### src/rtl/sbox_lanes.sv
// Two-stage, LANES-wide AES S-box substitution with valid/ready back-pressure.
// Define SBOX_INV_EN to add the per-beat in_inv port and the inverse S-box.
module sbox_lanes #(
  parameter int unsigned LANES = 4
) (
  input  logic               clk,
  input  logic               rst,
  input  logic               in_valid,
  output logic               in_ready,
  input  logic [LANES*8-1:0] in_data,
`ifdef SBOX_INV_EN
  input  logic               in_inv,
`endif
  output logic               out_valid,
  input  logic               out_ready,
  output logic [LANES*8-1:0] out_data,
  output logic               busy
);

  logic               s1_valid;
  logic [LANES*8-1:0] s1_data;
  logic [LANES*8-1:0] lookup;
  logic               s1_adv;
  logic               s2_adv;
`ifdef SBOX_INV_EN
  logic               s1_inv;
`endif

  function automatic logic [7:0] xtime(input logic [7:0] a);
    return {a[6:0], 1'b0} ^ (a[7] ? 8'h1b : 8'h00);
  endfunction

  function automatic logic [7:0] gmul(input logic [7:0] a, input logic [7:0] b);
    logic [7:0] p;
    logic [7:0] t;
    p = '0;
    t = a;
    for (int unsigned k = 0; k < 8; k++) begin
      if (b[k]) p = p ^ t;
      t = xtime(t);
    end
    return p;
  endfunction

  // Multiplicative inverse in GF(2^8) as x^254 = x^2 * x^4 * ... * x^128; maps 0 to 0.
  function automatic logic [7:0] gf_inv(input logic [7:0] x);
    logic [7:0] sq;
    logic [7:0] r;
    sq = x;
    r  = 8'h01;
    for (int unsigned k = 1; k < 8; k++) begin
      sq = gmul(sq, sq);
      r  = gmul(r, sq);
    end
    return r;
  endfunction

  function automatic logic [7:0] sbox_fwd(input logic [7:0] x);
    logic [7:0] s;
    s = gf_inv(x);
    return s ^ {s[6:0], s[7]} ^ {s[5:0], s[7:6]} ^ {s[4:0], s[7:5]} ^ {s[3:0], s[7:4]} ^ 8'h63;
  endfunction

`ifdef SBOX_INV_EN
  function automatic logic [7:0] sbox_inv(input logic [7:0] x);
    logic [7:0] y;
    y = {x[6:0], x[7]} ^ {x[4:0], x[7:5]} ^ {x[1:0], x[7:2]} ^ 8'h05;
    return gf_inv(y);
  endfunction
`endif

  assign s2_adv   = !out_valid || out_ready;
  assign s1_adv   = !s1_valid || s2_adv;
  assign in_ready = s1_adv;
  assign busy     = s1_valid || out_valid;

  always_comb begin
    lookup = '0;
    for (int unsigned i = 0; i < LANES; i++) begin
`ifdef SBOX_INV_EN
      lookup[8*i +: 8] = s1_inv ? sbox_inv(s1_data[8*i +: 8]) : sbox_fwd(s1_data[8*i +: 8]);
`else
      lookup[8*i +: 8] = sbox_fwd(s1_data[8*i +: 8]);
`endif
    end
  end

  // Data registers only load alongside a valid beat, so out_data holds its last value across bubbles.
  always_ff @(posedge clk) begin
    if (rst) begin
      s1_valid  <= 1'b0;
      s1_data   <= '0;
`ifdef SBOX_INV_EN
      s1_inv    <= 1'b0;
`endif
      out_valid <= 1'b0;
      out_data  <= '0;
    end else begin
      if (s1_adv) begin
        s1_valid <= in_valid;
        if (in_valid) begin
          s1_data <= in_data;
`ifdef SBOX_INV_EN
          s1_inv  <= in_inv;
`endif
        end
      end
      if (s2_adv) begin
        out_valid <= s1_valid;
        if (s1_valid) out_data <= lookup;
      end
    end
  end

endmodule
### config.mk
export PLATFORM = sky130hd
export DESIGN_NAME = sbox_lanes
export DESIGN_NICKNAME = d
export VERILOG_FILES = /design/src/rtl/sbox_lanes.sv
export SDC_FILE = /design/constraint.sdc
export NUM_CORES = 2
export LEC_CHECK = 0
export CAP_MARGIN = 0
export CORE_MARGIN = 5
export CORE_UTILIZATION = 55
export DETAILED_ROUTE_END_ITERATION = 7
export GPL_TIMING_DRIVEN = 0
export HOLD_SLACK_MARGIN = 0.05
export PLACE_DENSITY_LB_ADDON = 0.25
export SETUP_SLACK_MARGIN = 0.1
export SYNTH_ARGS = -nofsm -noshare
export SYNTH_HDL_FRONTEND = slang
export SYNTH_SLANG_ARGS = --single-unit
### constraint.sdc
create_clock -name clk -period 18.75 [get_ports clk]
set_input_delay 2.8125 -clock clk [delete_from_list [all_inputs] [get_ports clk]]
set_output_delay 2.8125 -clock clk [all_outputs]
set_load 0.01 [all_outputs]
# --- Word level (Yosys, flattened, before mapping) ---
# Index checks and enable logic that the tools add are counted.
totals:
  inputBits: 36
  word_cells: 1599
  out_inout_bits: 35
  ff_bits: 66
classes:
  n_mux: 812
  reduce_logical: 7
  bitwise: 776
op_table:
  columns: ["op", "count"]
  rows:
  - ["$mux W8", 420]
  - ["$xor A8 B8 Y8", 380]
  - ["$xor A8 B5 Y8", 364]
  - ["$mux W5", 368]
  - ["$mux W7", 4]
  - ["$not A1 Y1 const A", 28]
  - ["$mux W6", 4]
  - ["$mux W4", 4]
  - ["$not A4 Y4", 4]
  - ["$mux W3", 4]
  - ["$mux W2", 4]
  - ["$mux W1", 4]
  - ["$reduce_and A2 Y1", 2]
  - ["$logic_or A1 B1 Y1", 3]
  - ["$logic_not A1 Y1", 2]

# --- Longest topological paths before layout ---
depth:
  word_depth: 132
  ltp_mapped: 69
  depth_no_buf: 60

# --- Worst setup path before layout ---
# OpenSTA, ideal clock, no wires.
synth_timing:
  kind: "register -> register"
  startpoint: "register s1_data[0]"
  endpoint: "register out_data[3]"
  path_slack_ns: 2.748
  path_stages_with_launch: 65
  synth_period_minus_slack_ns: 16.002
  arrival_time_ns: 15.875
  n_path_buf: 7
  setup_time_ns: 0.128
  path_cell_list: "dfxtp_1 > ha_1 > nand2_1 > xor2_1 > inv_2 > clkbuf_1 > buf_1 > clkbuf_1 > ha_1 > clkbuf_1 > nand2_1 > a311oi_1 > a31oi_1 > mux2i_1 > xnor2_1 > inv_1 > ha_1 > xnor2_1 > (+29 left out) > xnor3_1 > xnor2_1 > a22oi_1 > xnor3_1 > xnor2_1 > xnor2_1 > xnor3_1 > xnor2_1 > nor2_1 > xnor2_1 > xnor3_1 > xnor2_1 > xnor3_1 > xor2_1 > xnor2_1 > nor2_1 > a21oi_1 > nor2_1"
synth_via:
  elab_chain_cells: 128
  elab_cells_between_ends: 382
  classes_between: "196 x mux; 186 x bitwise"
synth_lines:
  columns: ["element", "line_no", "source"]
  rows:
  - ["from (decl)", "21", "logic [LANES*8-1:0] s1_data;"]
  - ["from (signal assigned)", "102", "s1_data <= in_data;"]
  - ["$mux W8", "39", "if (b[k]) p = p ^ t;"]
  - ["$xor A8 B8 Y8", "39", null]
  - ["$mux W8", "39", null]
  - ["$xor A8 B8 Y8", "39", null]
  - ["$mux W8", "39", null]
  - ["$xor A8 B8 Y8", "39", null]
  - ["$mux W8", "39", null]
  - ["$xor A8 B8 Y8", "39", null]
  - ["(+110 left out)", null, null]
  - ["$xor A8 B8 Y8", "39", null]
  - ["$mux W8", "39", null]
  - ["$xor A8 B8 Y8", "39", null]
  - ["$mux W8", "39", null]
  - ["$xor A8 B8 Y8", "39", null]
  - ["$mux W8 *", "39", null]
  - ["$xor A8 B8 Y8 (3 in series)", "61", "return s ^ {s[6:0], s[7]} ^ {s[5:0], s[7:6]} ^ {s[4:0], s[7:5]} ^ {s[3:0], s[7:4]} ^ 8'h63;"]
  - ["$xor A8 B8 Y8 *", "61", null]
  - ["to (signal assigned)", "110", "if (s1_valid) out_data <= lookup;"]
  - ["to (decl)", "16", "output logic [LANES*8-1:0] out_data,"]
# Every way passes the cells marked *; elsewhere a longest branch is shown, timed or not.
# A chain may end at the register's enable or synchronous reset.

# --- Worst setup path in the final report ---
layout_timing:
  startpoint: "register s1_data[24]"
  endpoint: "register out_data[27]"
# Same word-level chain as after synthesis.

==> metrics.yaml <==
crit_required_ns: 19.06
yosysSeqAreaShare_pct: 2.14
relSlewSlack_pct: 3.61
avgSynthCellArea_sq_um: 7.30
rsz0062_at_grt: "yes"
async_reset_ff_share_pct: 0
gp_congestion: 1.03
outcome: "complete, no violations"
drive_gt1_share_pct: 7.59
crit_path_top_delay_cell: "xnor3_1"
path_delay_family: "XOR/XNOR gates"
timing.final.ws_setup_ns: 0.841
clk_pin_slew_ns: 0.07
yosysMostFrequentCell: "xnor2_1"
ant_nets: 0
syn_nets: 8523
synthAdderAreaFrac_pct: 0.632
synth_cells: 8459
fmax_mhz: 55.8
hold_path.class: "reg -> reg"
drt_iter0_markers: 7942
die_width_um: 345
io_pins: 71
synth_top_family_by_area: "XOR/XNOR gates"
num_rows: 123
placed_area_sq_um: 64300
hold_end: "out_data[0]"
via_per_inst: 6.45
hold_path_startpoint: "out_data[0]"
synth_common_cells: "1,525 x xnor2_1, 1,155 x nor2_1, 931 x nand2_1"
preCtsSetupSlack_ns: -1.49
path_common_cell: "xnor2_1"
area_delta_synth_final_pct: 6.53
crit_buf_inv: 12
grt_util_all_layers_pct: 32.3
clock_sinks: 66
tightestPinTransition_ns: 1.44
wl_per_cell_um: 20.8
drt_wl_total_um: 209000
reg2reg_from: "s1_data[24]"
hpwlAfterDp_um: 157000
dr.pass1.iters: 8
yosysWarnings: 0
cp_slowest_stage_delay_ns: 0.54
worst_r2r_endpoint: "out_data[27]"
portBuffers: 69
syn_area_sq_um: 61700
worstSetupStartpointType: "flip-flop"
dp.cells: 10000
die_area_sq_um: 119000
hold_depth: 2
synth_edf_count: 0
clk_path_buf_depth: 2
min_period_over_period_pct: 95.5
endpoint_kind: "flip-flop"
synth_top_area_share_pct: 21.6
synth-simple-area-share_pct: 21.7
synth-xor-area-share_pct: 45.5
clkLatencyLatePin_ns: 0.38
worst-r2r-setup-slack_ns: 0.84
cts_buffers: 9
synth_top_cell_by_area: "xnor2_1"
grt_start_max_net_pins: 20
busiest_layer: "met2"
drcViolationCount: 0
htree_num_levels: 3
grt_use_met1_pct: 45.4
skew_ns: 0.0110
worstPathMaxFanout: 10
hold_viol: 0
num_vias: 65000
cts_tree: "built"
fin_cells: 10100
clockRootBuffer: "clkbuf_16"
grt_pass1_wl_um: 327000
nets: 8623
arrival_ns: 18.22
synth_mux_area_share_pct: 4.56
min_period_ns: 17.91
slew_violations: 0
antenna_found_initial: 1
ys_types: 123
initial_core_util_pct: 55.1
core_area_sq_um: 112000
met3_usage_pct: 3.79
fin_area_sq_um: 65800
drv_cap: 0
fp.dieH_um: 345
ff2ff_path_depth: 61
finalSetupViolations: 0
grt_pass1_vias: 59700
synth_seq_cells: 66
grt_util_met2_pct: 51.7
synth_compound_area_share_pct: 20.8
synth_ff_type: "dfxtp_1"
grt_overflow_total: 0
setup_tns_ns: 0
crit_type: "reg -> reg"
synth_area_leaders: "xnor2_1 22%, xnor3_1 12%, nor2_1 7.0%"
==> stage by stage <==
| stage | hold slack [ns] | util [%] |
|---|---|---|
| after floorplan | 0.476 | - |
| after global placement | 0.442 | 57.4 |
| after detailed placement | 0.444 | 57.4 |
| after CTS | 0.459 | 57.9 |
| after global routing | 0.476 | 58.7 |
| final | 0.459 | 58.7 |
==> cell usage in the layout, fill, tap and decap left out, types with 36 or more instances in the layout <==
master           instances
nand2_1                930
inv_1                   67
o31ai_1                 47
xnor2_2                110
nand3_1                218
and2_1                  59
clkbuf_1               376
or3_1                   53
xor3_1                  37
buf_2                  115
mux2i_1                207
a31oi_1                 82
nor3_1                 238
mux2_2                  51
xnor2_1               1480
a221oi_1                36
xnor3_1                318
clkdlybuf4s50_1         69
buf_4                   53
nand2b_1                53
nand4_1                 45
a22oi_1                 87
nor4_1                  49
and3_1                  63
o21ai_0                339
a21oi_1                499
a211oi_1               101
dfxtp_1                 66
xor2_1                 385
nor2_1                1152
o211ai_1                89
o22ai_1                107
==> worst reg2reg max path: cells and delay by family, from the launching register on <==
kind            cells  cell delay [ns]
fa+ha+maj           4             1.57
compound gates      8             2.15
flops               1             0.32
xor+xnor           22             7.09
buf+inv            12             2.98
simple gates       13             3.38
mux                 2             0.34
==> flip-flops by register name (all words and copies together) (netlist names) <==
register,count
out_data,32
s1_data,32
out_valid,1
s1_valid,1
==> metal layers <==
| metal | share of wire (%) | up-vias |
|---|---|---|
| met3 | 9.2 | 565 |
| met2 | 45 | 3637 |
| met1 | 43 | 30800 |
| met4 | 3.4 | 0 |
| li1 | - | 29900 |
| met5 | 0 | - |
==> how the worst max path moves through the flow <==
stage,start,end,cells after the start
detailed placement,s1_data[0],out_data[3],64
finish,s1_data[24],out_data[27],61
CTS,s1_data[5],out_data[3],65
global placement,s1_data[0],out_data[3],64
global route,s1_data[24],out_data[30],57
floorplan,s1_data[0],out_data[3],64
==> what timing repair did <==
item	4_1_cts	5_1_grt
setup buffers	2	22
pin swaps	3	10
gates resized for setup	38	151
hold buffers	0	0
setup endpoints to repair	32	32
==> final cells by class <==
cell class / instances / area, sq um
repair buffers: 93 / 883
plain buffers: 592 / 2560
multi-input cells: 7703 / 58400
inverters: 94 / 357
well taps: 1500 / 1880
fillers: 10700 / 46300
flip-flops and latches: 66 / 1320
diodes: 2 / 5.00
clock buffers: 9 / 225
clock inverters: 7 / 103
==> logic make-up (layout without fill, tap and decap cells) <==
logic type,Yosys count,in the layout
simple gates,3038,3038
xor+xnor,2444,2444
compound gates,1921,1921
buf+inv,690,795
mux,268,268
flops,66,66
fa+ha+maj,32,32
other cells,0,2
Power is not shown: default switching activity piles up to over one toggle a cycle in this logic, so the estimate is an artifact.
